$ cat src/rtl/cfg_pkg.sv
// Shared definitions for the configuration bank: command/response encodings,
// FSM states, and the default map for the standard four-slot configuration.
package cfg_pkg;

  localparam int CFG_NUM = 4;
  localparam int CFG_DW  = 8;

  // Slot roles in the standard map.
  localparam int SLOT_MAX_PER_SIZE = 0;
  localparam int SLOT_ELEM_MIN     = 1;
  localparam int SLOT_ELEM_MAX     = 2;
  localparam int SLOT_COUNTDOWN    = 3;

  // Packed per-slot values, slot 0 in the LSBs.
  localparam logic [CFG_NUM*CFG_DW-1:0] CFG_DEFAULTS    = {8'd10, 8'd9,  8'd0,  8'd2};
  localparam logic [CFG_NUM*CFG_DW-1:0] CFG_LO_BOUNDS   = {8'd1,  8'h80, 8'h80, 8'd1};
  localparam logic [CFG_NUM*CFG_DW-1:0] CFG_HI_BOUNDS   = {8'd99, 8'h7F, 8'h7F, 8'd10};
  localparam logic [CFG_NUM-1:0]        CFG_SIGNED_MASK = 4'b0110;

  typedef enum logic [1:0] {
    OP_WRITE   = 2'd0,
    OP_COMMIT  = 2'd1,
    OP_ABORT   = 2'd2,
    OP_RESTORE = 2'd3
  } cfg_op_e;

  typedef enum logic [2:0] {
    RSP_OK      = 3'd0,
    RSP_BAD_IDX = 3'd1,
    RSP_RANGE   = 3'd2,
    RSP_EMPTY   = 3'd3,
    RSP_ORDER   = 3'd4
  } cfg_rsp_e;

  typedef enum logic [1:0] {
    ST_IDLE  = 2'd0,
    ST_CHECK = 2'd1,
    ST_APPLY = 2'd2
  } cfg_state_e;

endpackage

$ cat src/rtl/cfg_range_check.sv
// Inclusive bounds check of one slot value, signed or unsigned per slot.
module cfg_range_check #(
  parameter int DW = 8
) (
  input  logic [DW-1:0] value,
  input  logic [DW-1:0] lo,
  input  logic [DW-1:0] hi,
  input  logic          signed_en,
  output logic          in_range
);

  // lo <= value <= hi, interpreting all three as two's complement when signed_en
  always_comb begin
    if (signed_en) begin
      in_range = ($signed(value) >= $signed(lo)) && ($signed(value) <= $signed(hi));
    end else begin
      in_range = (value >= lo) && (value <= hi);
    end
  end

endmodule

$ cat src/rtl/config_bank.sv
// Transactional configuration bank: writes go to a shadow copy, COMMIT moves
// dirty slots to the active copy after a min<=max pair check. Every command
// takes three cycles (IDLE -> CHECK -> APPLY) and ends with one response pulse.
module config_bank
  import cfg_pkg::*;
#(
  parameter int                      NUM_CFG     = CFG_NUM,
  parameter int                      DW          = CFG_DW,
  parameter int                      IDX_W       = 2,
  parameter logic [NUM_CFG*DW-1:0]   DEFAULTS    = CFG_DEFAULTS,
  parameter logic [NUM_CFG*DW-1:0]   LO_BOUNDS   = CFG_LO_BOUNDS,
  parameter logic [NUM_CFG*DW-1:0]   HI_BOUNDS   = CFG_HI_BOUNDS,
  parameter logic [NUM_CFG-1:0]      SIGNED_MASK = CFG_SIGNED_MASK,
  parameter int                      PAIR_LO     = SLOT_ELEM_MIN,
  parameter int                      PAIR_HI     = SLOT_ELEM_MAX
) (
  input  logic                    clk,
  input  logic                    rst_n,
  input  logic                    cmd_valid,
  output logic                    cmd_ready,
  input  logic [1:0]              cmd_op,
  input  logic [IDX_W-1:0]        cmd_idx,
  input  logic [DW-1:0]           cmd_data,
  output logic                    rsp_valid,
  output logic [2:0]              rsp_code,
  input  logic                    rd_shadow,
  input  logic [IDX_W-1:0]        rd_idx,
  output logic [DW-1:0]           rd_data,
  output logic [NUM_CFG*DW-1:0]   cfg_flat,
  output logic [NUM_CFG-1:0]      cfg_update,
  output logic                    pending
);

  localparam int SLOT_W  = (NUM_CFG > 1) ? $clog2(NUM_CFG) : 1;
  localparam bit PAIR_EN = (PAIR_LO != PAIR_HI);

  cfg_state_e            state_q, state_d;
  cfg_op_e               op_q;
  logic [IDX_W-1:0]      idx_q;
  logic [DW-1:0]         data_q;
  cfg_rsp_e              code_q, check_code, rsp_code_q;
  logic [NUM_CFG*DW-1:0] shadow_q, active_q;
  logic [NUM_CFG-1:0]    dirty_q, cfg_update_q;
  logic                  rsp_valid_q;
  logic [DW-1:0]         rd_data_q, rd_next;

  logic                  accept, idx_ok, rd_ok, in_range, pair_ok;
  logic [SLOT_W-1:0]     wr_slot, rd_slot;
  logic [DW-1:0]         lo_sel, hi_sel, pair_a, pair_b;
  logic                  sgn_sel;

  // FSM state register
  always_ff @(posedge clk) begin
    // NOTE: sequential state uses <= so every flop samples the pre-edge values.
    if (!rst_n) state_q <= ST_IDLE;
    else        state_q <= state_d;
  end

  // FSM next state: a command walks IDLE -> CHECK -> APPLY -> IDLE
  always_comb begin
    // NOTE: default first, so no path leaves state_d unassigned and no latch appears.
    state_d = state_q;
    unique case (state_q)
      ST_IDLE:  if (cmd_valid) state_d = ST_CHECK;
      ST_CHECK: state_d = ST_APPLY;
      ST_APPLY: state_d = ST_IDLE;
      default:  state_d = ST_IDLE;
    endcase
  end

  // FSM outputs: the bank only takes a new command while idle
  always_comb begin
    cmd_ready = (state_q == ST_IDLE);
  end

  assign accept  = cmd_valid && cmd_ready;
  assign idx_ok  = (int'(idx_q) < NUM_CFG);
  assign wr_slot = idx_q[SLOT_W-1:0];
  assign rd_ok   = (int'(rd_idx) < NUM_CFG);
  assign rd_slot = rd_idx[SLOT_W-1:0];
  assign pair_a  = shadow_q[PAIR_LO*DW +: DW];
  assign pair_b  = shadow_q[PAIR_HI*DW +: DW];

  // Bounds of the addressed slot; zeros for a bad index, whose result is unused
  always_comb begin
    lo_sel  = '0;
    hi_sel  = '0;
    sgn_sel = 1'b0;
    if (idx_ok) begin
      lo_sel  = LO_BOUNDS[int'(wr_slot)*DW +: DW];
      hi_sel  = HI_BOUNDS[int'(wr_slot)*DW +: DW];
      sgn_sel = SIGNED_MASK[wr_slot];
    end
  end

  cfg_range_check #(.DW(DW)) u_range (
    .value     (data_q),
    .lo        (lo_sel),
    .hi        (hi_sel),
    .signed_en (sgn_sel),
    .in_range  (in_range)
  );

  // Pair check on the shadow copy: clean slots there equal their active value
  always_comb begin
    pair_ok = 1'b1;
    if (PAIR_EN) begin
      if (SIGNED_MASK[PAIR_LO]) pair_ok = ($signed(pair_a) <= $signed(pair_b));
      else                      pair_ok = (pair_a <= pair_b);
    end
  end

  // Outcome of the latched command, registered on the CHECK edge
  always_comb begin
    check_code = RSP_OK;
    unique case (op_q)
      OP_WRITE: begin
        if (!idx_ok)        check_code = RSP_BAD_IDX;
        else if (!in_range) check_code = RSP_RANGE;
      end
      OP_COMMIT: begin
        if (dirty_q == '0)  check_code = RSP_EMPTY;
        else if (!pair_ok)  check_code = RSP_ORDER;
      end
      default: check_code = RSP_OK;
    endcase
  end

  // Read mux: out-of-range indices read as zero
  always_comb begin
    rd_next = '0;
    if (rd_ok) begin
      rd_next = rd_shadow ? shadow_q[int'(rd_slot)*DW +: DW]
                          : active_q[int'(rd_slot)*DW +: DW];
    end
  end

  // Command capture, check result, APPLY-edge state update and response pulse
  always_ff @(posedge clk) begin
    if (!rst_n) begin
      // NOTE: the slot arrays are tiny and must start from known defaults, so unlike a RAM they are reset.
      shadow_q     <= DEFAULTS;
      active_q     <= DEFAULTS;
      dirty_q      <= '0;
      op_q         <= OP_WRITE;
      idx_q        <= '0;
      data_q       <= '0;
      code_q       <= RSP_OK;
      rsp_valid_q  <= 1'b0;
      rsp_code_q   <= RSP_OK;
      cfg_update_q <= '0;
      rd_data_q    <= '0;
    end else begin
      rsp_valid_q  <= 1'b0;
      cfg_update_q <= '0;
      rd_data_q    <= rd_next;
      if (accept) begin
        op_q   <= cfg_op_e'(cmd_op);
        idx_q  <= cmd_idx;
        data_q <= cmd_data;
      end
      if (state_q == ST_CHECK) code_q <= check_code;
      if (state_q == ST_APPLY) begin
        rsp_valid_q <= 1'b1;
        rsp_code_q  <= code_q;
        if (code_q == RSP_OK) begin
          unique case (op_q)
            OP_WRITE: begin
              shadow_q[int'(wr_slot)*DW +: DW] <= data_q;
              dirty_q[wr_slot]                 <= 1'b1;
            end
            OP_COMMIT: begin
              for (int i = 0; i < NUM_CFG; i++) begin
                if (dirty_q[i]) begin
                  active_q[i*DW +: DW] <= shadow_q[i*DW +: DW];
                  cfg_update_q[i]      <= (shadow_q[i*DW +: DW] != active_q[i*DW +: DW]);
                end
              end
              dirty_q <= '0;
            end
            OP_ABORT: begin
              shadow_q <= active_q;
              dirty_q  <= '0;
            end
            OP_RESTORE: begin
              for (int i = 0; i < NUM_CFG; i++) begin
                cfg_update_q[i] <= (active_q[i*DW +: DW] != DEFAULTS[i*DW +: DW]);
              end
              active_q <= DEFAULTS;
              shadow_q <= DEFAULTS;
              dirty_q  <= '0;
            end
            default: ;
          endcase
        end
      end
    end
  end

  assign rsp_valid  = rsp_valid_q;
  assign rsp_code   = rsp_code_q;
  assign rd_data    = rd_data_q;
  assign cfg_flat   = active_q;
  assign cfg_update = cfg_update_q;
  assign pending    = |dirty_q;

endmodule

$ cat config.mk
export PLATFORM = sky130hd
export DESIGN_NAME = config_bank
export DESIGN_NICKNAME = d
export VERILOG_FILES = /design/src/rtl/cfg_pkg.sv /design/src/rtl/cfg_range_check.sv /design/src/rtl/config_bank.sv
export SDC_FILE = /design/constraint.sdc
export NUM_CORES = 1
export LEC_CHECK = 0
export CORE_MARGIN = 3
export CORE_UTILIZATION = 55
export CTS_BUF_LIST = sky130_fd_sc_hd__clkbuf_4 sky130_fd_sc_hd__clkbuf_8
export CTS_CLUSTER_DIAMETER = 30
export DETAILED_ROUTE_END_ITERATION = 12
export PLACE_DENSITY = 0.79
export SLEW_MARGIN = 25
export SYNTH_ARGS = -nofsm -noshare
export SYNTH_HDL_FRONTEND = slang
export SYNTH_HIERARCHICAL = 1
export SYNTH_SLANG_ARGS = --single-unit
$ cat constraint.sdc
create_clock -name clk -period 8.25 [get_ports clk]
set_input_delay 1.2375 -clock clk [delete_from_list [all_inputs] [get_ports clk]]
set_output_delay 1.2375 -clock clk [all_outputs]
set_load 0.005 [all_outputs]
==> impl_metrics.tcl <==
set metrics [dict create \
    syn_inst 636 \
    yosys-top-cells-count "dfxtp_1, nand2_1, nor2_1" \
    pwr-share-seq 0.506 \
    yosysMostFrequentCell "dfxtp_1" \
    clock-sinks 101 \
    postPlaceCellArea_um2 6300 \
    p_sw_mw 0.264 \
    diodes 0 \
    tightest_slew_ns 0.886 \
    synth-edff-count 0 \
    grt_pass1_wl_mm 25.5 \
    hold_viol_final 0 \
    cts_max_level 3 \
    end_kind "flip-flop" \
    status "complete, no violations" \
    swShare 0.259 \
    fin_skew_ns 0.0124 \
    fin_crit_ns 3.18 \
    grt_usage 0.287 \
    portBuffers 67 \
    ctsResizeCount 0 \
    syn_area_per_cell_um2 8.82 \
    area_growth_pct 16.8 \
    core-area_um2 9860 \
    placementRows 36 \
    post-route-period-util 0.386 \
    dieArea_um2 11400 \
    synth_area_um2 5610 \
    fmax_mhz 314 \
    fp.dieW_um 107 \
    postRouteAntennaNets 0 \
    cts_buffer_depth 2 \
    criticalPathCategory "flip-flop to flip-flop" \
    first_iter_violations 529 \
    critPathArrivalTime_ns 3.50 \
    hold_slack_ns 0.497 \
    start_kind "flip-flop" \
    yosys.area.top_type "dfxtp_1" \
    post_cts_buffers 0 \
    dr_total_vias 5140 \
    report.final.slew_viol_count 0 \
    hold_buffers 0 \
    setup_viol 0 \
    p_int_mw 0.756 \
    clkLatencyLatePin_ns 0.38 \
    vdd_drop_max_mv 0.0803 \
    drcViolationCount 0 \
    ios 68 \
    ys_ff_latch 101 \
    maxCapViolations 0 \
    drive_above_1_share 0.0753 \
    synthArstFlopShare 0 \
    p_per_area_nw_per_um2 156 \
    synth.top_cells.by_area "dfxtp_1, ha_1, mux4_2" \
    ys_dominant_reg_cell "dfxtp_1" \
    root_buffer "clkbuf_8" \
    start_util 0.568 \
    clockPowerShare 0.380 \
    tns_ns 0 \
    rsz0062_at_grt "false" \
    numCtsBuffers 9 \
    final_nets 736 \
    cts_tree "built" \
    gp_congestion 0.952 \
    wl_per_cell_um 19.5 \
    firstDrtPassIters 8 \
    grt_max_degree 63 \
    fillers 772 \
    die_y_um 107 \
    netlist.area_leader.share 0.361 \
    grt_overflow 0 \
    min_path_type "flip-flop to flip-flop" \
    crit_required_ns 8.57 \
    antenna_found_initial 0 \
    first_global_vias 4712 \
    synth-seq-area-share 0.361 \
    yosys_warnings 6 \
    vias_per_cell 6.24 \
    leakagePower_nw 2.56 \
    fin_util 0.664 \
    relSlewSlack 0.407 \
    dp_hpwl_mm 11.4 \
    clk_pin_slew_ns 0.10 \
    routed_wl_mm 16.1 \
    p_comb_frac 0.114 \
    design_area_um2 6550 \
    synth_cell_types 55 \
    critPathMaxFanout 9 \
]
==> logic make-up (layout without fill, tap and decap cells) <==
family | Yosys count | in the layout | share of synthesized area
simple gates | 216 | 216 | 0.180
compound gates | 152 | 152 | 0.191
flops | 101 | 101 | 0.361
buf+inv | 71 | 120 | 0.0562
xor+xnor | 33 | 33 | 0.0515
fa+ha+maj | 32 | 32 | 0.0714
mux | 29 | 29 | 0.0877
other cells | 2 | 8 | 0.00134
==> layout by cell type, fill, tap and decap left out, types with 7 or more instances in the layout <==
cell type | netlist | layout
conb_1 | 2 | 8
nor4_1 | 11 | 11
mux2i_1 | 12 | 12
clkdlybuf4s50_1 | 0 | 67
a22oi_1 | 20 | 20
a21oi_1 | 57 | 57
nand3_1 | 29 | 29
a221oi_1 | 7 | 7
nand2_1 | 67 | 66
a211oi_1 | 23 | 23
o21ai_0 | 12 | 12
clkbuf_8 | 0 | 10
nor2_1 | 65 | 65
xor2_1 | 33 | 33
nor3_1 | 13 | 13
mux4_2 | 16 | 16
ha_1 | 32 | 32
inv_1 | 34 | 33
dfxtp_1 | 101 | 101
==> worst max-delay path, stage by stage (launching register included) <==
cell       delay [ns]
dfxtp_1          0.47
inv_1            0.17
ha_1             0.49
inv_1            0.08
ha_1             0.29
nand4_2          0.11
o31ai_2          0.31
mux2_1           0.35
o221a_1          0.23
nor2b_1          0.16
a2111oi_4        0.30
a21oi_1          0.07
nor2_1           0.09
==> layer usage <==
| metal | wire length [um] | track usage | up-vias |
|---|---|---|---|
| met5 | 0 | 0 | - |
| met4 | 664 | 0.111 | 0 |
| met3 | 1320 | 0.0458 | 59 |
| met2 | 7690 | 0.478 | 281 |
| met1 | 6430 | 0.376 | 2417 |
| li1 | - | - | 2383 |
==> per-stage QoR <==
| stage | cells | setup WS (ns) | total power [mW] |
|---|---|---|---|
| after detailed placement | 808 | 4.97 | 0.642 |
| after global placement | 808 | 5.03 | 0.637 |
| after global routing | 824 | 4.82 | 1.06 |
| after floorplan | 642 | 5.48 | 0.605 |
| final | 824 | 5.07 | 1.02 |
| after CTS | 824 | 5.08 | 1.02 |
==> power by group through the flow <==
stage               clock, mW  sequential (mW)  combinational, mW
detailed placement          0            0.527              0.115
global placement            0            0.526              0.110
finish                  0.387            0.516              0.117
CTS                     0.390            0.515              0.116
global route            0.410            0.517              0.129
floorplan                   0            0.517             0.0882
==> final timing paths <==
path                                  start     endpoint  slack (ns)  depth (start not counted)
worst max-delay path               idx_q[0]    code_q[1]        5.07                         12
worst min-delay path            rsp_code[1]  rsp_code[1]        0.50                          2
worst max register to register     idx_q[0]    code_q[1]        5.07                         12
worst min register to register  rsp_code[1]  rsp_code[1]        0.50                          2
==> final cells by class <==
cell class	count	area [um2]	share of cell area
clock buffers	10	138	0.0210
clock inverters	6	110	0.0168
inverters	34	128	0.0195
multi-input cells	470	3300	0.503
flip-flops and latches	101	2020	0.309
well taps	133	166	0.0254
repair buffers	70	693	0.106
No activity file was read; power rests on OpenSTA's default activity.
